File: config.mk
export PLATFORM = sky130hd
export DESIGN_NAME = uart_tx_sched
export DESIGN_NICKNAME = d
export VERILOG_FILES = /design/src/rtl/uart_tx_sched.sv
export SDC_FILE = /design/constraint.sdc
export NUM_CORES = 1
export LEC_CHECK = 0
export CAP_MARGIN = 25
export CORE_ASPECT_RATIO = 0.6
export CORE_MARGIN = 1
export CORE_UTILIZATION = 42
export DETAILED_ROUTE_END_ITERATION = 8
export GPL_ROUTABILITY_DRIVEN = 0
export GPL_TIMING_DRIVEN = 1
export PLACE_DENSITY = 0.77
export SYNTH_ARGS = -nofsm -noshare
export SYNTH_HDL_FRONTEND = slang
export SYNTH_SLANG_ARGS = --single-unit
File: constraint.sdc
create_clock -name clk -period 1.9 [get_ports clk]
set_input_delay 0.38 -clock clk [delete_from_list [all_inputs] [get_ports clk]]
set_output_delay 0.38 -clock clk [all_outputs]
set_load 0.05 [all_outputs]
File: src/rtl/uart_tx_sched.sv
// uart_tx_sched: shares one uart_tx between N_REQ requesters.
// Requesters are served round-robin, and an owner keeps the transmitter
// for a whole frame. Each byte is paced off the transmitter's tx_busy.
module uart_tx_sched #(
   parameter int N_REQ        = 4,
   parameter int BUSY_TIMEOUT = 7
) (
   input  logic               clk,
   input  logic               rst,
   input  logic [N_REQ-1:0]   req,
   input  logic [8*N_REQ-1:0] req_data,
   input  logic [N_REQ-1:0]   req_last,
   output logic [N_REQ-1:0]   ack,
   output logic [N_REQ-1:0]   grant,
   output logic [7:0]         tx_data,
   output logic               tx_wr_en,
   input  logic               tx_busy,
   output logic               busy,
   output logic               err
);

   localparam int PTR_W = (N_REQ > 1) ? $clog2(N_REQ) : 1;
   localparam int SCAN_W = PTR_W + 1;
   localparam int CNT_W = $clog2(BUSY_TIMEOUT + 1);
   // The counter starts two cycles after the write pulse, so it times out
   // when it reaches the limit minus those two cycles.
   localparam logic [CNT_W-1:0] CNT_LAST = CNT_W'(BUSY_TIMEOUT - 2);
   localparam logic [PTR_W-1:0] PTR_MAX = PTR_W'(N_REQ - 1);

   typedef enum logic [1:0] {
      IDLE,
      ISSUE,
      WAIT_BUSY,
      WAIT_DONE
   } state_t;

   state_t           state;
   logic [PTR_W-1:0] rr_ptr;
   logic [PTR_W-1:0] gnt_idx;
   logic [PTR_W-1:0] sel_idx;
   logic [PTR_W-1:0] after_gnt;
   logic [SCAN_W-1:0] scan;
   logic [CNT_W-1:0] busy_cnt;
   logic             last_q;
   logic             sel_hit;
   logic [N_REQ-1:0] eligible;
   logic [N_REQ-1:0] sel_onehot;

   // While a frame is in progress only the owner can be chosen.
   assign eligible = (|grant) ? (req & grant) : req;

   // Pointer position just past the current owner, wrapping at N_REQ.
   assign after_gnt = (gnt_idx == PTR_MAX) ? '0 : gnt_idx + PTR_W'(1);

   assign sel_onehot = N_REQ'(1) << sel_idx;

   // Round-robin scan: first eligible requester at or after rr_ptr.
   always_comb begin
      sel_hit = 1'b0;
      sel_idx = '0;
      scan    = '0;
      for (int k = 0; k < N_REQ; k++) begin
         scan = {1'b0, rr_ptr} + SCAN_W'(k);
         if (scan >= SCAN_W'(N_REQ)) begin
            scan = scan - SCAN_W'(N_REQ);
         end
         if (!sel_hit && eligible[scan[PTR_W-1:0]]) begin
            sel_hit = 1'b1;
            sel_idx = scan[PTR_W-1:0];
         end
      end
   end

   // Scheduler state machine; every output is registered here.
   always_ff @(posedge clk or posedge rst) begin
      if (rst) begin
         state    <= IDLE;
         grant    <= '0;
         ack      <= '0;
         tx_wr_en <= 1'b0;
         err      <= 1'b0;
         busy     <= 1'b0;
         last_q   <= 1'b0;
         rr_ptr   <= '0;
         gnt_idx  <= '0;
         busy_cnt <= '0;
         tx_data  <= 8'h00;
      end else begin
         err <= 1'b0;
         case (state)
            IDLE: begin
               if (!tx_busy && sel_hit) begin
                  state    <= ISSUE;
                  grant    <= sel_onehot;
                  gnt_idx  <= sel_idx;
                  tx_data  <= req_data[{sel_idx, 3'b000} +: 8];
                  last_q   <= req_last[sel_idx];
                  tx_wr_en <= 1'b1;
                  ack      <= sel_onehot;
                  busy     <= 1'b1;
               end else begin
                  busy <= |grant;
               end
            end
            ISSUE: begin
               tx_wr_en <= 1'b0;
               ack      <= '0;
               busy_cnt <= '0;
               state    <= WAIT_BUSY;
            end
            WAIT_BUSY: begin
               if (tx_busy) begin
                  state <= WAIT_DONE;
               end else if (busy_cnt == CNT_LAST) begin
                  err    <= 1'b1;
                  grant  <= '0;
                  rr_ptr <= after_gnt;
                  busy   <= 1'b0;
                  state  <= IDLE;
               end else begin
                  busy_cnt <= busy_cnt + CNT_W'(1);
               end
            end
            WAIT_DONE: begin
               if (!tx_busy) begin
                  state <= IDLE;
                  if (last_q) begin
                     grant  <= '0;
                     rr_ptr <= after_gnt;
                     busy   <= 1'b0;
                  end
               end
            end
            default: begin
               state <= IDLE;
            end
         endcase
      end
   end

endmodule

After elaboration in Yosys (flattened, before gate mapping)

Cells that the tools add are included.

Add/sub/neg operators: 9
Magnitude comparators: 9
Equality and inequality tests: 12
Shift operators: 2
Multiplexer cells: 55
Bitwise gates (word level): 1
Reduce and logical (&&, ||, !) cells: 21

Operator list:

| cell                                                                 | number |
|---|---|
| 2-bit two-way mux                                                    | 17 |
| 32-bit by 6-bit variable part select with 8-bit output               | 1 |
| 4-bit two-way mux                                                    | 6 |
| 1-bit two-way mux                                                    | 18 |
| 2-bit by 3-bit < comparator with 1-bit output, second input constant | 5 |
| 2-bit != test, second input constant                                 | 6 |
| 4-bit case mux with 3 select lines                                   | 1 |
| 1-bit binary-select mux with 2-bit select                            | 5 |
| 5-bit AND reduction                                                  | 2 |
| 3-bit >= comparator, second input constant                           | 3 |
| 2-bit case mux with 4 select lines                                   | 1 |
| 4-bit case mux with 2 select lines                                   | 1 |
| 2-bit by 1-bit subtractor with 2-bit output, second input constant   | 4 |
| 2-bit by 2-bit adder with 3-bit output, second input constant        | 2 |
| 2-bit equality test, second input constant                           | 3 |
| 3-bit two-way mux                                                    | 2 |
| 3-bit case mux with 2 select lines                                   | 1 |
| 3-bit AND reduction                                                  | 2 |
| 6-bit AND reduction                                                  | 1 |
| 2-bit nonzero test                                                   | 3 |
| 4-bit AND                                                            | 1 |
| 1-bit logical AND                                                    | 4 |
| 1-bit logical NOT                                                    | 4 |
| 2-bit case mux with 2 select lines                                   | 1 |
| 14 further kinds                                                     | 15 |

Flip-flop bits (word level): 29
Bits of input ports: 43
Output and inout bits: 19
Logic and storage cells: 120

Longest topological paths before layout

Gate-level depths: netlist (run 1).

Depth in word-level cells: 17
Gate-level depth with buffers: 7
Mapped depth without buffers: 7

Least setup slack after synthesis (run 1)

Ideal clock, no wire load.

Path type: register to register
Start point: register grant[3]
End point: register tx_data[4]
Arrival time: 2.163 ns
Required time: 1.812 ns
Path slack: -0.351 ns
Stages on the path, launching flop included: 7
Buffers on the path: 1
Period minus slack after synthesis: 2.251 ns
Path through: dfrtp_1 buf_6 or4b_4 and2_4 a2111oi_4 o21ai_0 a41oi_1

Longest elaborated chain between the ends: 16
Elaborated cells on any way between the ends: 28
Those cells by class: shift: 1; mux: 17; bitwise: 1; reduce/logical: 9

Ends and longest elaborated chain:

| element                                                                            | RTL line | RTL |
|---|---|---|
| start: declaration                                                                 | 14       | `output logic [N_REQ-1:0] grant,` |
| start signal: assignment                                                           | 94       | `grant <= sel_onehot;` |
| 4-bit OR reduction or 4-bit AND (tied branches)                                    | 50       | `assign eligible = (\|grant) ? (req & grant) : req;` |
| 4-bit two-way mux (*)                                                              | 50       |  |
| branches (longest 14 deep; another with 1-bit binary-select mux with 2-bit select) | -        |  |
| end signal: assignment                                                             | 96       | `tx_data <= req_data[{sel_idx, 3'b000} +: 8];` |
| end: declaration                                                                   | 15       | `output logic [7:0] tx_data,` |

Every way passes the cells marked *. The select of a mux whose other input is x is not followed.
A chain may end at the register's enable or synchronous reset.

Worst setup path after layout (run 1)

Start point: register grant[2]
End point: register last_q

Longest elaborated chain between the ends: 16
Elaborated cells on any way between the ends: 29
Those cells by class: mux: 19; bitwise: 1; reduce/logical: 9

Ends and longest elaborated chain:

| element                                                                        | RTL line | RTL |
|---|---|---|
| 4-bit OR reduction or 4-bit AND (tied branches)                                | 50       |  |
| 4-bit two-way mux (*)                                                          | 50       |  |
| 1-bit binary-select mux with 2-bit select                                      | 67       | `if (!sel_hit && eligible[scan[PTR_W-1:0]]) begin` |
| 1-bit two-way mux (implied by the code)                                        | 67       |  |
| 1-bit two-way mux                                                              | 67       |  |
| 1-bit logical NOT                                                              | 67       |  |
| 1-bit logical AND                                                              | 67       |  |
| 1-bit two-way mux                                                              | 67       |  |
| 1-bit logical NOT                                                              | 67       |  |
| 1-bit logical AND                                                              | 67       |  |
| 1-bit two-way mux                                                              | 67       |  |
| 1-bit logical NOT                                                              | 67       |  |
| 1-bit logical AND                                                              | 67       |  |
| 2-bit two-way mux or 1-bit two-way mux (tied branches)                         | 67       |  |
| 1-bit binary-select mux with 2-bit select or 1-bit logical AND (tied branches) | 97, 92   |  |
| 1-bit two-way mux (implied by the code) or 2-bit AND reduction (tied branches) | -        |  |
| end signal: assignment                                                         | 97       | `last_q <= req_last[sel_idx];` |
| end: declaration                                                               | 44       | `logic last_q;` |

Mark *: on every way between the ends. The rest lies on a longest branch, timed or not. The select of a mux whose other input is x is not followed.

==> metrics.txt, run 1 <==
Post-synth ARST share 1.00; Die Height 54.2 microns; Root Driver clkbuf_8; Sink Count 29; Yosys reg bits 29; Synth warnings 0; Total Routing Usage GR 0.311; Synth Net Count ~260; Met2 Wirelength 4.20 mm; DR WL/cell roughly 23 microns; Req. time, crit path between 2000 and 2500 ps; r2r worst-path depth 10; startpoint types register; Yosys top cell by area dfrtp_1; die width roughly 90 microns; total grt overflow 0; most common cell in the synthesized netlist dfrtp_1; die area 4820 sq um; CP most frequent cell buf_4; Tightest Pin Transition 494 ps; maximum clock insertion buffer count 2; CORE AREA ~4200 sq um; number of global-route vias before repair 2132; H-tree depth 2; ANT cells 0; CP top delay family buffers and inverters; RSZ-0062 raised after global routing yes; Rows 18; synth cell count leaders dfrtp_1, nand2_1, o21ai_0; library cells used by synthesis 36; pwr dens 2060 nW/um^2; Critical path origin grant[2]; EDFF count, synth 0; Top Metal Used met4; slowest CP cell dfrtp_2; DR iter-0 viols 372; Max Fclk 459 MHz; Initial Utilization 0.450; r2r startpoint grant[2]; first-pass GRT wire length 10.7 mm; crit path kind register to register; Hold-fix buffers, CTS 0; synthesized instance count 218; Main synth FF type dfrtp_1; minimum clock period ~2200 ps; maximum vdd drop 0.00114 V; Area growth, synth to finish 87.5%; reg2reg setup slack -280 ps; Top Ports 62; Final ANT Viol Nets 0; CTS tree done; violated checks setup timing; Buf/Inv on CP 5; TritonRoute pass-1 iters 4; crit path cell chain buf_6 -> buf_4 -> nor3_1 -> o21a_1 -> buf_4 -> buf_4 -> nor3_4 -> buf_12 -> o21ai_0 -> a41oi_2; outcome complete, but fails checks; Final #Nets 388; syn avg cell area between 8 and 9 sq um; Final Setup Violations 21; type of the tightest min-delay check input port to asynchronous set/reset pin; Seq/Total Area, Yosys 0.381; M1 wire length 3.80 mm; R2R Path End last_q; routed via count approximately 2600; Post-Syn Area 1910 sq um; Rel. slew slack 0.669; # DRC 0; fin util 0.845; final-report hold violation count 0; Clock Skews 9.96 ps; layout cells sized above 1 0.398; Max-cap violations 0; DP HPWL 4.97 mm; Met3 Wirelength 965 microns; crit path max fanout 10; clock-pin slew on the worst setup and hold paths 70 ps; IO Port Bufs 61; CP Data Arrival Time 2340 ps; slowest stage delay, CP 420 ps; Worst path depth 10; FILL cells 231; Worst Setup End Kind register; TritonCTS buffer count 5; total power 7.36 mW; Yosys top cell area share 0.381; Final Max Tran Viols 0; DR vias/cell 6.50; LEAKAGE 1.48 nW; synth top area cells dfrtp_1, nand2_1, a41oi_1; largest net degree at the start of global routing 30; initial antenna violation count 0; fin crit share 1.15; Worst-Skew Late Latency about 300 ps; Worst Setup Slack, final -279 ps; Post-Route WL 9.29 mm
-- worst max path at each step --
stage	endpoint	slack (ps)
2_1_floorplan	tx_data[4]	-140
3_3_place_gp	tx_data[6]	-530
3_5_place_dp	tx_data[0]	-700
4_1_cts	tx_data[4]	-150
5_1_grt	last_q	-360
6_report	last_q	-280
-- tightest hold or removal path, cell delays in order --
cell and delay, ps:
clkdlybuf4s50_1 390, inv_1 50, buf_4 360
-- timing repair --
| action | in CTS | in global routing |
|---|---|---|
| pin swaps | 7 | 22 |
| resized for setup | 25 | 55 |
| buffers inserted | 6 | 18 |
| gates cloned | 1 | 2 |
| endpoints found under the setup margin | 20 | 21 |
-- routing by layer --
layer | GRT usage | vias up
li1 | - | 1090
met1 | 0.447 | 1278
met2 | 0.464 | 205
met3 | 0.0629 | 40
met4 | 0.114 | 0
met5 | 0 | -
-- sequential cells by signal, summed over array words and instances, names as in the netlist, 2 cells and up --
| name | cells |
|---|---|
| state | 2 |
| rr_ptr | 2 |
| ack | 4 |
| tx_data | 8 |
| busy_cnt | 3 |
| gnt_idx | 2 |
| grant | 4 |
-- power by group --
part / internal [mW] / switching [mW]
Clock: 0.381 / 0.271
Sequential: 0.892 / 0.247
Combinational: 2.38 / 3.19
-- cells by family (layout without fill, tap and decap cells) --
| group | count (synthesis) | in the layout | synth area share |
|---|---|---|---|
| AOI/OAI and AO/OA | 91 | 91 | 0.356 |
| adders and majority gates | 3 | 3 | 0.0197 |
| buffers and inverters | 21 | 145 | 0.0479 |
| DFF | 29 | 29 | 0.381 |
| and+or+nand+nor | 74 | 74 | 0.196 |
-- cell usage in the layout, fill, tap and decap left out, types with 5 or more instances in the layout --
| cell | n |
|---|---|
| nor2_1 | 6 |
| nor3_1 | 6 |
| a31oi_1 | 7 |
| a41oi_1 | 7 |
| buf_6 | 13 |
| nand4_1 | 8 |
| o21ai_0 | 10 |
| dfrtp_1 | 25 |
| clkdlybuf4s50_1 | 45 |
| o211ai_1 | 11 |
| buf_4 | 65 |
| inv_1 | 8 |
| nor2b_1 | 7 |
| nand2_1 | 23 |
| clkbuf_8 | 5 |
| o2bb2ai_1 | 5 |
| o21a_1 | 5 |
-- stage by stage --
stage	instances	hold WS, ps	TNS [ps]	instance area, sq um	setup slack (ps)
2_1_floorplan	218	453	-1480	1950	-140
3_3_place_gp	371	476	-9330	2900	-526
3_5_place_dp	371	482	-11170	2900	-703
4_1_cts	384	475	-1510	3120	-153
5_1_grt	402	520	-4090	3580	-364
6_report	402	467	-2850	3580	-279
-- final cells by class --
cell class              count  area (sq um)  area share
clock buffers               5          68.8      0.0192
clock inverters             2          35.0     0.00980
inverters                   8          30.0     0.00840
multi-input cells         168          1450       0.406
flip-flops and latches     29           731       0.204
well taps                  60          75.1      0.0210
repair buffers            130          1180       0.331
Note: power is estimated with default switching activity, not from simulation.
==> run 2: changes to the inputs <==
--- a/config.mk
+++ b/config.mk
@@ -13,6 +13,7 @@
 export GPL_ROUTABILITY_DRIVEN = 0
 export GPL_TIMING_DRIVEN = 1
 export PLACE_DENSITY = 0.77
+export SLEW_MARGIN = 15
 export SYNTH_ARGS = -nofsm -noshare
 export SYNTH_HDL_FRONTEND = slang
 export SYNTH_SLANG_ARGS = --single-unit
==> results of run 2 <==
Same layout as run 1: the final DEF is identical, and so are final timing and power.
